## src/rtl/piano_audio_pkg.sv

```systemverilog
// Shared widths, FSM encoding and helpers
// for the piano voice mixer.
package piano_audio_pkg;

  localparam int NUM_VOICES = 8;
  localparam int SAMPLE_W   = 8;
  localparam int SUM_W      = 11;
  localparam int PWM_W      = 8;
  localparam int CNT_W      = 4;

  localparam logic [1:0] S_IDLE   = 2'd0;
  localparam logic [1:0] S_ACCUM  = 2'd1;
  localparam logic [1:0] S_DIVIDE = 2'd2;
  localparam logic [1:0] S_DONE   = 2'd3;

  localparam logic [PWM_W-1:0] PWM_ACC_LAST  = 8'd7;
  localparam logic [PWM_W-1:0] PWM_DIV_FIRST = 8'd8;
  localparam logic [PWM_W-1:0] PWM_DIV_LAST  = 8'd18;
  localparam logic [PWM_W-1:0] PWM_TOP       = 8'hFF;

  // Clamp a wide sum to the sample range
  function automatic logic [SAMPLE_W-1:0] sat_sample(
    input logic [SUM_W-1:0] v
  );
    return (|v[SUM_W-1:SAMPLE_W]) ? '1 : v[SAMPLE_W-1:0];
  endfunction

endpackage

```

## src/rtl/mix_divider.sv

```systemverilog
// Sequential restoring divider, one quotient
// bit per cycle, SUM_W iterations per start.
module mix_divider
  import piano_audio_pkg::*;
(
  input  logic                clk,
  input  logic                reset,
  input  logic                start,
  input  logic [SUM_W-1:0]    dividend,
  input  logic [CNT_W-1:0]    divisor,
  output logic                busy,
  output logic                done,
  output logic [SAMPLE_W-1:0] quotient
);

  localparam logic [CNT_W-1:0] LAST_ITER = CNT_W'(SUM_W - 1);

  logic [SUM_W-1:0] dvd;
  logic [SUM_W-1:0] q;
  logic [CNT_W-1:0] rem;
  logic [CNT_W-1:0] dsr;
  logic [CNT_W-1:0] iter;
  logic             zero;

  logic [SUM_W-1:0] src_dvd;
  logic [CNT_W-1:0] src_rem;
  logic [CNT_W-1:0] src_dsr;
  logic [CNT_W:0]   trial;
  logic             fits;
  logic [CNT_W-1:0] nrem;

  // One restoring step; the start cycle steps the fresh operands
  always_comb begin
    src_dvd = start ? dividend : dvd;
    src_rem = start ? '0 : rem;
    src_dsr = start ? divisor : dsr;
    trial   = {src_rem, src_dvd[SUM_W-1]};
    fits    = trial >= {1'b0, src_dsr};
    nrem    = fits ? (trial[CNT_W-1:0] - src_dsr)
                   : trial[CNT_W-1:0];
  end

  // Iteration registers and start/busy/done handshake
  always_ff @(posedge clk) begin
    if (reset) begin
      dvd  <= '0;
      q    <= '0;
      rem  <= '0;
      dsr  <= '0;
      iter <= '0;
      zero <= 1'b0;
      busy <= 1'b0;
      done <= 1'b0;
    end else begin
      done <= 1'b0;
      if (start) begin
        dvd  <= dividend << 1;
        rem  <= nrem;
        q    <= {{(SUM_W-1){1'b0}}, fits};
        dsr  <= divisor;
        zero <= (divisor == '0);
        iter <= CNT_W'(1);
        busy <= 1'b1;
      end else if (busy) begin
        dvd  <= dvd << 1;
        rem  <= nrem;
        q    <= {q[SUM_W-2:0], fits};
        iter <= iter + CNT_W'(1);
        if (iter == LAST_ITER) begin
          busy <= 1'b0;
          done <= 1'b1;
        end
      end
    end
  end

  // An empty voice set averages to silence
  assign quotient = zero ? '0 : sat_sample(q);

endmodule

```

## src/rtl/voice_mixer_pwm.sv

```systemverilog
// Eight-voice mixer: accumulate, average or
// saturate once per PWM period, drive speaker.
module voice_mixer_pwm
  import piano_audio_pkg::*;
#(
  parameter int AVERAGE = 1
) (
  input  logic                  clk,
  input  logic                  reset,
  input  logic [SAMPLE_W-1:0]   voice_1,
  input  logic [SAMPLE_W-1:0]   voice_2,
  input  logic [SAMPLE_W-1:0]   voice_3,
  input  logic [SAMPLE_W-1:0]   voice_4,
  input  logic [SAMPLE_W-1:0]   voice_5,
  input  logic [SAMPLE_W-1:0]   voice_6,
  input  logic [SAMPLE_W-1:0]   voice_7,
  input  logic [SAMPLE_W-1:0]   voice_8,
  input  logic [NUM_VOICES-1:0] voice_en,
  output logic                  speaker,
  output logic [SAMPLE_W-1:0]   mix,
  output logic                  mix_valid,
  output logic [CNT_W-1:0]      active_count
);

  logic [PWM_W-1:0]    pwm_cnt;
  logic [PWM_W-1:0]    duty;
  logic [1:0]          state;
  logic [SUM_W-1:0]    sum;
  logic [CNT_W-1:0]    count;

  logic [SAMPLE_W-1:0] voices [NUM_VOICES];
  logic [SAMPLE_W-1:0] cur_voice;
  logic                cur_en;
  logic [SUM_W-1:0]    add_term;

  logic                div_start;
  logic                div_busy;
  logic                div_done;
  logic [SAMPLE_W-1:0] div_quot;
  logic [SAMPLE_W-1:0] result;

  // Select the voice addressed by the low counter bits
  always_comb begin
    voices[0] = voice_1;
    voices[1] = voice_2;
    voices[2] = voice_3;
    voices[3] = voice_4;
    voices[4] = voice_5;
    voices[5] = voice_6;
    voices[6] = voice_7;
    voices[7] = voice_8;
    cur_voice = voices[pwm_cnt[2:0]];
    cur_en    = voice_en[pwm_cnt[2:0]];
    add_term  = cur_en ? SUM_W'(cur_voice) : '0;
  end

  // Free-running PWM counter and per-period duty latch
  always_ff @(posedge clk) begin
    if (reset) begin
      pwm_cnt <= '0;
      duty    <= '0;
    end else begin
      pwm_cnt <= pwm_cnt + PWM_W'(1);
      if (pwm_cnt == PWM_TOP) duty <= mix;
    end
  end

  // Pass sequencer; entering ACCUM also takes voice 0
  always_ff @(posedge clk) begin
    if (reset) begin
      state <= S_IDLE;
      sum   <= '0;
      count <= '0;
    end else begin
      unique case (state)
        S_IDLE: begin
          if (pwm_cnt == '0) begin
            sum   <= add_term;
            count <= CNT_W'(cur_en);
            state <= S_ACCUM;
          end
        end
        S_ACCUM: begin
          sum   <= sum + add_term;
          count <= count + CNT_W'(cur_en);
          if (pwm_cnt == PWM_ACC_LAST) state <= S_DIVIDE;
        end
        S_DIVIDE: begin
          if (pwm_cnt == PWM_DIV_LAST) state <= S_DONE;
        end
        S_DONE: state <= S_IDLE;
        default: state <= S_IDLE;
      endcase
    end
  end

  assign div_start = (state == S_DIVIDE) &&
                     (pwm_cnt == PWM_DIV_FIRST) &&
                     !div_busy;

  mix_divider u_div (
    .clk      (clk),
    .reset    (reset),
    .start    (div_start),
    .dividend (sum),
    .divisor  (count),
    .busy     (div_busy),
    .done     (div_done),
    .quotient (div_quot)
  );

  assign result = (AVERAGE != 0) ? div_quot
                                 : sat_sample(sum);

  // Publish the finished mix at the end of DONE
  always_ff @(posedge clk) begin
    if (reset) begin
      mix          <= '0;
      active_count <= '0;
    end else if ((state == S_DONE) && div_done) begin
      mix          <= result;
      active_count <= count;
    end
  end

  assign mix_valid = (state == S_DONE);
  assign speaker   = (pwm_cnt < duty);

endmodule
```

## config.mk

```make
export PLATFORM = sky130hd
export DESIGN_NAME = voice_mixer_pwm
export DESIGN_NICKNAME = d
export VERILOG_FILES = /design/src/rtl/piano_audio_pkg.sv /design/src/rtl/mix_divider.sv /design/src/rtl/voice_mixer_pwm.sv
export SDC_FILE = /design/constraint.sdc
export NUM_CORES = 1
export LEC_CHECK = 0
export ABC_AREA = 0
export CORE_AREA = 2 2 137 86
export DETAILED_ROUTE_END_ITERATION = 8
export DIE_AREA = 0 0 139 88
export GPL_ROUTABILITY_DRIVEN = 0
export PLACE_DENSITY_LB_ADDON = 0.25
export SLEW_MARGIN = 0
export SYNTH_ARGS = -nofsm -noshare
export SYNTH_HDL_FRONTEND = slang
export SYNTH_HIERARCHICAL = 1
export SYNTH_SLANG_ARGS = --single-unit
```

## constraint.sdc

```tcl
create_clock -name clk -period 3.06 [get_ports clk]
set_input_delay 0.306 -clock clk [delete_from_list [all_inputs] [get_ports clk]]
set_output_delay 0.306 -clock clk [all_outputs]
set_load 0.01 [all_outputs]
```

==> flow_summary_export.csv, run 1 <==
group,metric,value,unit
clock_network,clock_latency,0.34,ns
logic_synthesis,ys_seq_elements,81,
global_route,overflow,0,
sta,rsz0062_at_grt,"yes",
drt,dr.first_iter.drc_count,280,
critical_path,worstPathRequired,3.27,ns
sta,min_period_over_period,0.983,
drt,viasPerCell,5.31,
critical_path,critPathMostFrequentCell,"buf_6",
floorplanning,dieArea,0.0122,mm²
power_and_ir_drop,vdd.ir_drop.worst,0.312,mV
status,status,"finished, final reports clean",
logic_synthesis,syn-instance-count,537,
critical_path,crit_slowest_cell,"or4_4",
hold_path,hp-class,"primary input to flop",
sta,setup_viol,0,
critical_path,worstPathMaxFanout,6,
logic_synthesis,ys.flop_type,"dfxtp_1",
critical_path,cp-start-kind,"flop",
drt,wl_per_cell,14.8,µm
global_route,grt_max_degree,45,
logic_synthesis,syn_area,0.00482,mm²
clock_network,cts_tree,"built",
sta,slew_viol_final,0,
floorplanning,rows,30,
place,io_buffers,87,
logic_synthesis,synth_cell_type_count,62,
clock_network,clkSinkCount,81,
logic_synthesis,seq_area_frac_synth,0.337,
sta,hold_viol,0,
finish,layout-drive-gt1-share,0.159,
logic_synthesis,synth_edf_count,0,
power_and_ir_drop,finalPower,3.31,mW
job,maxCapViolCount,0,
power_and_ir_drop,p_per_area,517,mW/mm²
finish,n_antenna_cell,0,
critical_path,cp.arrival,3.22,ns
clock_network,numCtsBuffers,9,
clock_network,clk_pin_slew,0.06,ns
floorplanning,core_area,0.0110,mm²
floorplanning,io-pin-count,88,
logic_synthesis,synth_nets,644,
drt,dr.pass1.iters,4,
sta,tns,0,ns
floorplanning,initial_core_util,0.440,
finish,nNetsFinal,748,
place,post-place-ws,-0.0176,ns
floorplanning,die_h,88,µm
logic_synthesis,async_flop_share,0,
sta,clock.fmax,332,MHz
global_route,grt_pass1_wl,18.7,mm
sta,tightest_slew,0.561,ns
drt,ant_nets,0,
drt,drc,0,
power_and_ir_drop,p_leak,2.37,nW
clock_network,h-tree-depth,3,
logic_synthesis,synth_warnings,6,
logic_synthesis,syn_avg_cell_area,8.97,µm²
critical_path,slowest_delay,0.56,ns
drt,vias,4192,
clock_network,cts-root-buf,"clkbuf_16",
finish,n_fill_cell,934,
finish,post-route-util,0.584,
finish,synthToLayoutAreaGrowth,32.9,%
global_route,antenna_found_initial,0,
floorplanning,die_w,139,µm
drt,wirelength,11.7,mm
global_route,grt_pass1_vias,3886,
clock_network,cts_buffer_depth,2,
sta,slew_headroom,0.626,
global_route,grtUsageTotal,0.193,
sta,layout_min_cycle_time,3.01,ns
place,dp_hpwl,8.74,mm
critical_path,endpoint_kind,"flop",
sta,skew,0.00389,ns
critical_path,path_class,"flop to flop",
critical_path,worstPathCellList,"or4_4 > nor4_4 > buf_6 > buf_6 > mux2i_2 > ha_1 > nand2_1 > o21ai_2 > a211oi_4 > mux2i_1 > a211oi_2",
sta,worst_slack,0.0507,ns
-- final cells by class --
type | count | area (µm²) | area share
multi-input combinational | 399 | 3010 | 0.470
sequential | 81 | 1620 | 0.253
timing repair buffer | 127 | 1180 | 0.185
clock buffer | 12 | 267 | 0.0416
tap | 144 | 180 | 0.0281
inverter | 23 | 86.3 | 0.0135
clock inverter | 4 | 56.3 | 0.00879
-- cells in the final DEF, fill, tap and decap left out, types with 8 or more instances in the layout --
cell type	n
a211oi_1	11
a21oi_1	32
buf_4	35
clkbuf_16	9
clkdlybuf4s50_1	86
dfxtp_1	80
ha_1	28
inv_1	22
mux2i_1	44
mux4_2	18
nand2_1	40
nor2_1	98
nor2b_1	9
nor3_1	8
o21ai_0	13
xor2_1	8
-- report_power, final --
part,switching [mW],internal [mW],total [mW]
sequential,0.0708,1.12,1.19
combinational,0.498,0.470,0.968
clock,0.446,0.706,1.15
total,1.02,2.30,3.31
-- worst max-delay path, delay by kind of cell (launching register included) --
family	cells	cell delay, ns
buffers and inverters	2	0.31
adders and majority gates	1	0.29
muxes	2	0.54
DFF	1	0.31
AOI/OAI and AO/OA	3	0.54
and+or+nand+nor	3	0.87
-- metrics by stage --
step / cells / instance area (µm²) / hold WS, ns
after floorplan: 537 / 4830 / 0.436
after global placement: 770 / 5980 / 0.443
after detailed placement: 770 / 5980 / 0.459
after CTS: 789 / 6370 / 0.427
after global routing: 790 / 6400 / 0.443
final: 790 / 6400 / 0.440
-- cells in the mapped netlist, types with 8 or more instances --
library cell / count / share of area
ha_1: 31 / 0.080
mux2i_1: 47 / 0.098
o21ai_0: 14 / 0.015
nor2_1: 98 / 0.076
a21oi_1: 32 / 0.033
nand2_1: 40 / 0.031
dfxtp_1: 81 / 0.34
a211oi_1: 11 / 0.017
xor2_1: 8 / 0.015
nor3_1: 8 / 0.0083
nor2b_1: 9 / 0.012
mux4_2: 18 / 0.084
inv_1: 23 / 0.018
clkbuf_1: 17 / 0.013
buf_2: 11 / 0.011
-- logic make-up after synthesis --
| kind of cell | count (synthesis) | synth area share |
|---|---|---|
| AO/OA/AOI/OAI | 89 | 0.123 |
| multiplexers | 67 | 0.187 |
| flip-flops | 81 | 0.337 |
| adder cells (fa/ha/maj) | 33 | 0.0888 |
| AND/OR/NAND/NOR | 198 | 0.191 |
| XOR/XNOR | 12 | 0.0218 |
| buffers and inverters | 57 | 0.0519 |
-- worst paths after layout --
check	slack (ns)	to	from	depth (start not counted)
max	0.05	u_div/rem[1]$_SDFFE_PP0P_	pwm_cnt[6]$_SDFF_PP0_	11
min reg2reg	0.46	active_count[2]$_SDFFE_PP0P_	active_count[2]$_SDFFE_PP0P_	2
max reg2reg	0.05	u_div/rem[1]$_SDFFE_PP0P_	pwm_cnt[6]$_SDFF_PP0_	11
min	0.44	u_div/dvd[6]$_SDFFE_PP0P_	reset	2
-- what timing repair did --
| action | 4_1_cts | 5_1_grt |
|---|---|---|
| hold buffers | 0 | 0 |
| buffers inserted | 3 | 1 |
| gates resized for setup | 11 | 5 |
| endpoints found under the setup margin | 2 | 10 |
| pin swaps | 7 | 3 |
-- metal layers --
layer  GRT usage  part of all wire  up-vias
met1       0.245              0.47     1987
met3      0.0541             0.049        9
li1            -                 -     2095
met2       0.325              0.47      101
met5           0                 0        -
met4      0.0579             0.013        0
-- flip-flops by register name, summed over array words and instances, names as in the netlist --
signal and count:
u_div/busy 1, u_div/dsr 4, state 2, u_div/q 11, u_div/zero 1, u_div/rem 4, mix 8, pwm_cnt 8
duty 8, active_count 4, sum 11, u_div/iter 4, u_div/done 1, u_div/dvd 10, count 4
(Power assumes the default switching activity.)
==> run 2, diff against run 1 <==
Settings changed: TNS_END_PERCENT from default to 30.
==> results of run 2 <==
Same layout as run 1: the final DEF is identical, and so are final timing and power.
